## config.mk

```make
export PLATFORM = sky130hd
export DESIGN_NAME = dds_wave_shaper
export DESIGN_NICKNAME = d
export VERILOG_FILES = /design/src/rtl/dds_wave_shaper.sv
export SDC_FILE = /design/constraint.sdc
export NUM_CORES = 1
export LEC_CHECK = 0
export CORE_MARGIN = 2
export CORE_UTILIZATION = 59
export CTS_CLUSTER_SIZE = 12
export DETAILED_ROUTE_END_ITERATION = 8
export DONT_BUFFER_PORTS = 1
export PLACE_DENSITY_LB_ADDON = 0.12
export REMOVE_ABC_BUFFERS = 1
export SETUP_SLACK_MARGIN = 0.3
export SYNTH_ARGS = -nofsm -noshare
export SYNTH_HDL_FRONTEND = slang
export SYNTH_SLANG_ARGS = --single-unit
```

## constraint.sdc

```tcl
create_clock -name clk -period 2.85 [get_ports clk]
set_clock_uncertainty 0.1 [all_clocks]
set_input_delay 0.57 -clock clk [delete_from_list [all_inputs] [get_ports clk]]
set_output_delay 0.57 -clock clk [all_outputs]
set_load 0.05 [all_outputs]
```

## src/rtl/dds_wave_shaper.sv

```systemverilog
// dds_wave_shaper
//   Phase-to-amplitude converter for the DDS chain. Turns the phase
//   accumulator output into an unsigned offset-binary sample, one sample per
//   clock, through a fixed three-register pipeline:
//     S1  phase + offset, quadrant mirror of the sine table address
//     S2  synchronous quarter-wave sine table read
//     S3  waveform select into the output register
//   Mode and offset are captured with each sample, so waveform changes take
//   effect on a sample boundary.
//
// Ports
//   clk           system clock, rising edge
//   reset         asynchronous, active-low
//   in_valid      phase_in / phase_offset / mode carry a sample this cycle
//   phase_in      accumulator phase (PHASE_W)
//   phase_offset  phase offset, added modulo 2^PHASE_W (PHASE_W)
//   mode          0 triangle, 1 sine, 2 sawtooth, 3 square
//   amp_out       amplitude, offset binary, midscale 2^(AMP_W-1) (AMP_W)
//   out_valid     amp_out carries a new sample this cycle
//
// INIT_FILE names the reference image of the quarter-wave table. The table
// itself is computed at elaboration with the same definition
// (round((M-1)*sin(pi/2*(k+0.5)/2^ADDR_W))), so builds need no data file.

module dds_wave_shaper #(
  parameter int PHASE_W   = 10,
  parameter int ADDR_W    = 8,
  parameter int AMP_W     = 10,
  parameter     INIT_FILE = "sine_quarter.hex"
) (
  input  logic               clk,
  input  logic               reset,
  input  logic               in_valid,
  input  logic [PHASE_W-1:0] phase_in,
  input  logic [PHASE_W-1:0] phase_offset,
  input  logic [1:0]         mode,
  output logic [AMP_W-1:0]   amp_out,
  output logic               out_valid
);

  localparam int LUT_N    = 1 << ADDR_W;
  localparam int LUT_W    = AMP_W - 1;
  localparam int FOLD_W   = PHASE_W - 1;
  localparam int AMP_PEAK = (1 << (AMP_W - 1)) - 1;

  localparam logic [AMP_W-1:0] MID = {1'b1, {(AMP_W-1){1'b0}}};

  // Q60 fixed point: 1.0 and pi (pi = 3.243F6A8885A308D3... in hex).
  localparam logic [127:0] ONE_Q60 = 128'd1 << 60;
  localparam logic [127:0] PI_Q60  = 128'h3243F6A8885A308D;

  typedef enum logic [1:0] {
    WAVE_TRI  = 2'd0,
    WAVE_SINE = 2'd1,
    WAVE_SAW  = 2'd2,
    WAVE_SQR  = 2'd3
  } wave_e;

  // Table entry k, evaluated at elaboration. sin(x) by Horner-form Taylor
  // series to x^19, far below one LSB of error over [0, pi/2).
  function automatic logic [LUT_W-1:0] sine_entry(input int k);
    logic [127:0] x;
    logic [127:0] x2;
    logic [127:0] r;
    logic [127:0] term;
    logic [127:0] s;
    x  = (PI_Q60 * 128'(2 * k + 1)) >> (ADDR_W + 2);
    x2 = (x * x) >> 60;
    r  = ONE_Q60;
    for (int n = 9; n >= 1; n--) begin
      term = ((x2 * r) >> 60) / 128'(2 * n * (2 * n + 1));
      r    = ONE_Q60 - term;
    end
    s = (x * r) >> 60;
    return LUT_W'((s * 128'(AMP_PEAK) + (ONE_Q60 >> 1)) >> 60);
  endfunction

  logic [LUT_W-1:0] lut_rom [LUT_N];

  for (genvar k = 0; k < LUT_N; k++) begin : g_lut
    localparam logic [LUT_W-1:0] ENTRY = sine_entry(k);
    assign lut_rom[k] = ENTRY;
  end

  // ---------------------------------------------------------------- S1
  logic [PHASE_W-1:0] p_sum;
  logic [ADDR_W-1:0]  a_raw;

  logic               s1_valid;
  logic [PHASE_W-1:0] s1_p;
  logic [ADDR_W-1:0]  s1_a;
  wave_e              s1_mode;

  assign p_sum = phase_in + phase_offset;
  assign a_raw = p_sum[PHASE_W-3 -: ADDR_W];

  // Odd quadrants walk the quarter table backwards. The quadrant itself is
  // the top two bits of p, which travel down the pipe inside p.
  always_ff @(posedge clk or negedge reset) begin
    if (!reset) begin
      s1_valid <= 1'b0;
      s1_p     <= '0;
      s1_a     <= '0;
      s1_mode  <= WAVE_TRI;
    end else begin
      s1_valid <= in_valid;
      if (in_valid) begin
        s1_p    <= p_sum;
        s1_a    <= p_sum[PHASE_W-2] ? ~a_raw : a_raw;
        s1_mode <= wave_e'(mode);
      end
    end
  end

  // ---------------------------------------------------------------- S2
  logic               s2_valid;
  logic [PHASE_W-1:0] s2_p;
  logic [LUT_W-1:0]   s2_lut;
  wave_e              s2_mode;

  always_ff @(posedge clk or negedge reset) begin
    if (!reset) begin
      s2_valid <= 1'b0;
      s2_p     <= '0;
      s2_lut   <= '0;
      s2_mode  <= WAVE_TRI;
    end else begin
      s2_valid <= s1_valid;
      if (s1_valid) begin
        s2_p    <= s1_p;
        s2_lut  <= lut_rom[s1_a];
        s2_mode <= s1_mode;
      end
    end
  end

  // ---------------------------------------------------------------- S3
  logic [FOLD_W-1:0] tri_fold;
  logic [AMP_W-1:0]  tri_amp;
  logic [AMP_W-1:0]  sine_amp;
  logic [AMP_W-1:0]  amp_next;

  // Triangle: phase below the top bit, mirrored in the second half-period.
  assign tri_fold = s2_p[PHASE_W-1] ? ~s2_p[FOLD_W-1:0] : s2_p[FOLD_W-1:0];

  if (FOLD_W >= AMP_W) begin : g_tri_trunc
    assign tri_amp = tri_fold[FOLD_W-1 -: AMP_W];
  end else begin : g_tri_rep
    // Narrow phase: append the fold's MSBs so the ramp still spans the full
    // 0 .. 2^AMP_W-1 range.
    assign tri_amp = {tri_fold, tri_fold[FOLD_W-1 -: (AMP_W - FOLD_W)]};
  end

  // L <= M-1, so M+L and M-L stay within 1 .. 2^AMP_W-1.
  assign sine_amp = s2_p[PHASE_W-1] ? (MID - {1'b0, s2_lut})
                                    : (MID + {1'b0, s2_lut});

  always_comb begin
    amp_next = MID;
    unique case (s2_mode)
      WAVE_TRI:  amp_next = tri_amp;
      WAVE_SINE: amp_next = sine_amp;
      WAVE_SAW:  amp_next = s2_p[PHASE_W-1 -: AMP_W];
      WAVE_SQR:  amp_next = s2_p[PHASE_W-1] ? '0 : '1;
      default:   amp_next = MID;
    endcase
  end

  always_ff @(posedge clk or negedge reset) begin
    if (!reset) begin
      amp_out   <= MID;
      out_valid <= 1'b0;
    end else begin
      out_valid <= s2_valid;
      if (s2_valid) begin
        amp_out <= amp_next;
      end
    end
  end

endmodule

```

# [After elaboration in Yosys (flattened, before gate mapping)]
# Memories as Yosys holds them, arrays and structs flattened. A register that Yosys moved wholly into a read port is not among the register bits.
# Index checks and enable logic that the tools add are counted.
# Widths: inputs -> output; s select.
[word_totals] ff_bits=45 rom_bits=2304 input_bits=25 wordCells=26 mem_count=1
[op_classes] addsub=3 eq_ne=3 mux=5 bitwise=3 reduce_logical=2
[memory_table] memory="(name not given)" depth=256 width=9 read_ports=1 rd_ports_with_merged_regs=1 wr=0 line="131" text="s2_lut <= lut_rom[s1_a];"
[ops] op="$pmux 10 s4" n=1
[ops] op="$mux 10" n=2
[ops] op="$add 10x10->10" n=1
[ops] op="$add 10x9->10 const A" n=1
[ops] op="$sub 10x9->10 const A" n=1
[ops] op="$mux 9" n=1
[ops] op="$not 8->9" n=1
[ops] op="$not 9->9" n=1
[ops] op="$mux 8" n=1
[ops] op="$not 8->8" n=1
[ops] op="$eq 2x2->1 const B" n=2
[ops] op="$eq 2x1->1 const B" n=1
[ops] op="$logic_not 2->1" n=1
[ops] op="$logic_not 1->1" n=1

# [Logic depth before layout (Yosys ltp)]
[depth] ltp_word=3 mapped_depth=11 depth_no_buf=8

# [Worst setup path before layout]
# No wires, ideal clock.
[synth_path] path_type="register to register" startpoint="register s1_a[1]" endpoint="register s2_lut[2]" setup_time_ns=0.080 t_arrival_ns=2.877 t_required_ns=2.670 slack_ns=-0.207 stages_incl_launch_ff=11 n_path_buf=3 period_less_slack_ns=3.057 cell_sequence="dfrtp_1 clkbuf_1 inv_1 ha_1 buf_6 or2_1 buf_6 and2_4 mux4_2 mux4_2 o211ai_2"
[synth_between] elab_chain_len=1
[synth_lines] element="start, declared" line="91" text="logic [ADDR_W-1:0] s1_a;"
[synth_lines] element="start signal, assigned" line="109" text="s1_a <= p_sum[PHASE_W-2] ? ~a_raw : a_raw;"
[synth_lines] element="$not 8->9 (implied by the code)" line="131"
[synth_lines] element="end, declared" line="118" text="logic [LUT_W-1:0] s2_lut;"
# No other way between the ends.
# A chain may end at the register's enable or synchronous reset.

# [Final worst setup path]
[layout_path] startpoint="register s1_a[0]" endpoint="register s2_lut[3]"
# Same word-level chain as after synthesis.

==> flow_results.xml <==
<?xml version="1.0" encoding="UTF-8"?>
<metrics>
  <group name="run_status">
    <metric name="run_status" unit="">finished, final reports clean</metric>
  </group>
  <group name="global_routing">
    <metric name="grt_start_max_net_pins" unit="">54</metric>
    <metric name="grt_first_pass_wirelength" unit="um">23210</metric>
    <metric name="gr-total-overflow" unit="">0</metric>
    <metric name="number_of_antenna_violations_at_the_first_check_in_global_routing" unit="">0</metric>
    <metric name="grt_pass1_vias" unit="">4472</metric>
    <metric name="track_usage" unit="%">32.59</metric>
  </group>
  <group name="place">
    <metric name="hpwlAfterDp" unit="um">10500</metric>
    <metric name="number_of_i_o_port_buffers" unit="">0</metric>
    <metric name="dpl_worst_slack" unit="ps">50.47</metric>
    <metric name="gpl.final_weighted_congestion" unit="">1.051</metric>
  </group>
  <group name="drt">
    <metric name="dr.pass1.iters" unit="">5</metric>
    <metric name="detail_route.vias_per_cell" unit="">6.928</metric>
    <metric name="final_antenna_net_count" unit="">0</metric>
    <metric name="drc_violation_count_after_routing" unit="">0</metric>
    <metric name="wl_per_cell" unit="um">20.62</metric>
    <metric name="wl" unit="um">14680</metric>
    <metric name="detail_route.iter0.violations" unit="">529</metric>
    <metric name="route.vias.total" unit="">4933</metric>
  </group>
  <group name="cts">
    <metric name="tritoncts" unit="">built</metric>
    <metric name="cts_made_buffers" unit="">5</metric>
    <metric name="clk_transition_reported_paths" unit="ps">90</metric>
    <metric name="ctsHtreeMaxLevel" unit="">2</metric>
    <metric name="clock_sink_count" unit="">54</metric>
    <metric name="clk_latency" unit="ps">300</metric>
    <metric name="clockRootBuffer" unit="">clkbuf_8</metric>
    <metric name="cts_max_path_bufs" unit="">2</metric>
  </group>
  <group name="timing">
    <metric name="finalHoldViolCount" unit="">0</metric>
    <metric name="timing.hold.ws" unit="ps">1.078</metric>
    <metric name="max_freq" unit="MHz">398.6</metric>
    <metric name="rsz0062_at_grt" unit="">true</metric>
    <metric name="post-route-period-util" unit="%">88.03</metric>
    <metric name="drv_slew" unit="">0</metric>
    <metric name="least_setup_slack_across_all_paths_after_layout" unit="ps">341.1</metric>
    <metric name="least_margin_pin_slew" unit="ps">785.9</metric>
    <metric name="final-setup-viol-count" unit="">0</metric>
    <metric name="relSlewSlack" unit="%">47.61</metric>
    <metric name="final_period_minus_worst_setup_slack" unit="ps">2509</metric>
  </group>
  <group name="critical_path">
    <metric name="timing.critical_path.from_type" unit="">register</metric>
    <metric name="worstReg2RegEnd" unit="">s2_lut[3]</metric>
    <metric name="cp_data_arrival_time" unit="ps">2610</metric>
    <metric name="critPathRequiredTime" unit="ps">2950</metric>
    <metric name="endpoint_type_of_the_worst_setup_path" unit="">register</metric>
    <metric name="path_class" unit="">register to register</metric>
    <metric name="crit_path_max_fanout" unit="">7</metric>
    <metric name="worst-r2r-cell-count" unit="">10</metric>
    <metric name="critical_path.reg2reg.startpoint" unit="">s1_a[0]</metric>
    <metric name="crit_path_start" unit="">s1_a[0]</metric>
    <metric name="rrSetupSlack" unit="ps">340</metric>
  </group>
  <group name="logic_synthesis">
    <metric name="avgSynthCellArea" unit="um2">8.021</metric>
    <metric name="synthCells" unit="">616</metric>
    <metric name="synthFlopType" unit="">dfrtp_1</metric>
    <metric name="yosys.cell_types.count" unit="">67</metric>
    <metric name="number_of_register_bits_inferred_by_synthesis" unit="">54</metric>
    <metric name="yosys_warnings" unit="">0</metric>
    <metric name="synth-edff-count" unit="">0</metric>
    <metric name="netlist_area" unit="um2">4941</metric>
    <metric name="seq_area_frac_synth" unit="%">27.37</metric>
    <metric name="synthArstFlopShare" unit="%">100.0</metric>
  </group>
  <group name="floorplan">
    <metric name="die_x" unit="um">95.51</metric>
    <metric name="starting_density" unit="%">60.44</metric>
    <metric name="dieHeight" unit="um">95.51</metric>
    <metric name="fp.coreArea" unit="um2">8175</metric>
    <metric name="placementRows" unit="">33</metric>
    <metric name="fp.dieArea" unit="um2">9122</metric>
    <metric name="io_pins" unit="">36</metric>
  </group>
  <group name="layout">
    <metric name="antennaDiodeCount" unit="">0</metric>
    <metric name="design.final.nets" unit="">655</metric>
    <metric name="post_route_cells_drive_above_1_share" unit="%">15.82</metric>
    <metric name="syn_to_final_growth" unit="%">7.445</metric>
    <metric name="most_common_cell_after_layout_fill_and_taps_aside" unit="">a21oi_1</metric>
    <metric name="mostFrequentLayoutCells" unit="">a21oi_1 (62), nand2_1 (59), nor2_1 (53)</metric>
  </group>
  <group name="flow_run">
    <metric name="cap_viol_max_count" unit="">0</metric>
  </group>
  <group name="worst_hold_path">
    <metric name="hp-class" unit="">input pin to async pin</metric>
  </group>
  <group name="power">
    <metric name="static-leakage-power" unit="nW">2.148</metric>
    <metric name="power.ir.vdd_worst" unit="mV">0.5003</metric>
    <metric name="power.density" unit="nW/um2">1008</metric>
  </group>
</metrics>
==> metal layers <==
layer / vias to the layer above / track usage [%] / share of wire [%]
li1: 2227 / - / -
met1: 2342 / 48.16 / 43
met2: 324 / 46.95 / 43
met3: 40 / 9.802 / 12
met4: 0 / 7.024 / 2.0
met5: - / 0 / 0
==> through the flow <==
stage          setup TNS, ps  area, um2  power, mW  utilization (%)  std cells
2_1_floorplan          -2014       4712      3.572                -        563
3_3_place_gp               0       5091      4.568            62.27        699
3_5_place_dp               0       5091      4.596            62.27        699
4_1_cts                    0       5241      5.126            64.11        709
5_1_grt                    0       5309      5.681            64.94        712
6_report                   0       5309      5.352            64.94        712
==> power by group <==
group          switching (mW)  total, mW  internal (mW)
sequential              0.572       1.57           1.00
combinational            1.90       3.28           1.38
clock                   0.245      0.504          0.259
==> cell type report <==
| class | count | area [um2] |
|---|---|---|
| clock buffers | 5 | 68.82 |
| multi-input cells | 487 | 3316 |
| flip-flops and latches | 54 | 1361 |
| inverters | 22 | 82.58 |
| repair buffers | 36 | 309.0 |
| fillers | 705 | 2867 |
| clock inverters | 3 | 40.04 |
| well taps | 105 | 131.4 |
==> critical path: stages, from the launching register on <==
cell,delay (ps)
dfrtp_2,450
inv_2,70
buf_4,160
ha_1,260
buf_4,190
nor2_1,160
a21oi_1,120
a21o_1,180
a2111oi_0,340
a311oi_1,120
o221a_2,250
==> flip-flops by register name, indices dropped and copies added (netlist names) <==
name,cells
s1_mode,2
out_valid,1
s1_valid,1
s2_mode,2
s2_valid,1
s1_p,10
s2_lut,9
amp_out,10
s2_p,10
s1_a,8
==> what timing repair did <==
| action | in CTS | in global routing |
|---|---|---|
| endpoints found under the setup margin | 1 | 7 |
| hold buffers | 2 | 0 |
| resized for setup | 3 | 14 |
| buffers inserted | 0 | 3 |
| hold endpoints to repair | 53 | 0 |
| pin swaps | 0 | 1 |
==> how the worst max path moves through the flow <==
stage / to / slack (ps) / depth (start not counted)
after floorplan: s2_lut[2] / -390 / 5
after global placement: s1_a[7] / 80 / 8
after detailed placement: s1_a[7] / 50 / 8
after CTS: s2_lut[2] / 310 / 8
after global routing: s2_lut[6] / 300 / 10
final: s2_lut[3] / 340 / 10
==> synth_stat cells (3+ instances only) <==
library cell / n / area share [%]
o21bai_1: 3 / 0.46
a2111oi_0: 5 / 0.89
mux2_2: 22 / 5.0
clkbuf_1: 27 / 2.1
buf_1: 12 / 0.91
mux2i_1: 6 / 1.2
nand2b_1: 13 / 1.6
mux4_2: 3 / 1.4
xor2_1: 8 / 1.4
nor2b_1: 13 / 1.6
o22ai_1: 10 / 1.3
dfrtp_1: 53 / 27
or4_1: 3 / 0.46
buf_2: 12 / 1.2
a211oi_1: 12 / 1.8
o211ai_1: 10 / 1.5
a21o_1: 6 / 0.91
a21boi_0: 3 / 0.46
a311oi_1: 5 / 0.89
a21oi_1: 62 / 6.3
o41ai_1: 3 / 0.53
a22oi_1: 4 / 0.61
nor3_1: 8 / 0.81
a31o_2: 4 / 0.71
a221oi_1: 4 / 0.71
nor2_1: 54 / 4.1
ha_1: 23 / 5.8
o221ai_1: 8 / 1.4
o31ai_1: 7 / 1.1
xnor2_1: 22 / 3.9
nand3_1: 15 / 1.5
o21ai_0: 38 / 3.8
inv_1: 21 / 1.6
o311ai_0: 3 / 0.53
a31oi_1: 11 / 1.4
nand2_1: 59 / 4.5
or3_1: 4 / 0.51
==> cell families (layout without fill, tap and decap cells) <==
group                    count (synthesis)  count (layout)  share of synthesized area [%]
flip-flops                              54              54                          27.37
AND/OR/NAND/NOR                        182             182                          16.99
buffers and inverters                   75              66                          6.305
adder cells (fa/ha/maj)                 24              24                          6.230
multiplexers                            32              32                          8.129
AO/OA/AOI/OAI                          218             218                          29.10
XOR/XNOR                                31              31                          5.875
(Power assumes the default switching activity.)
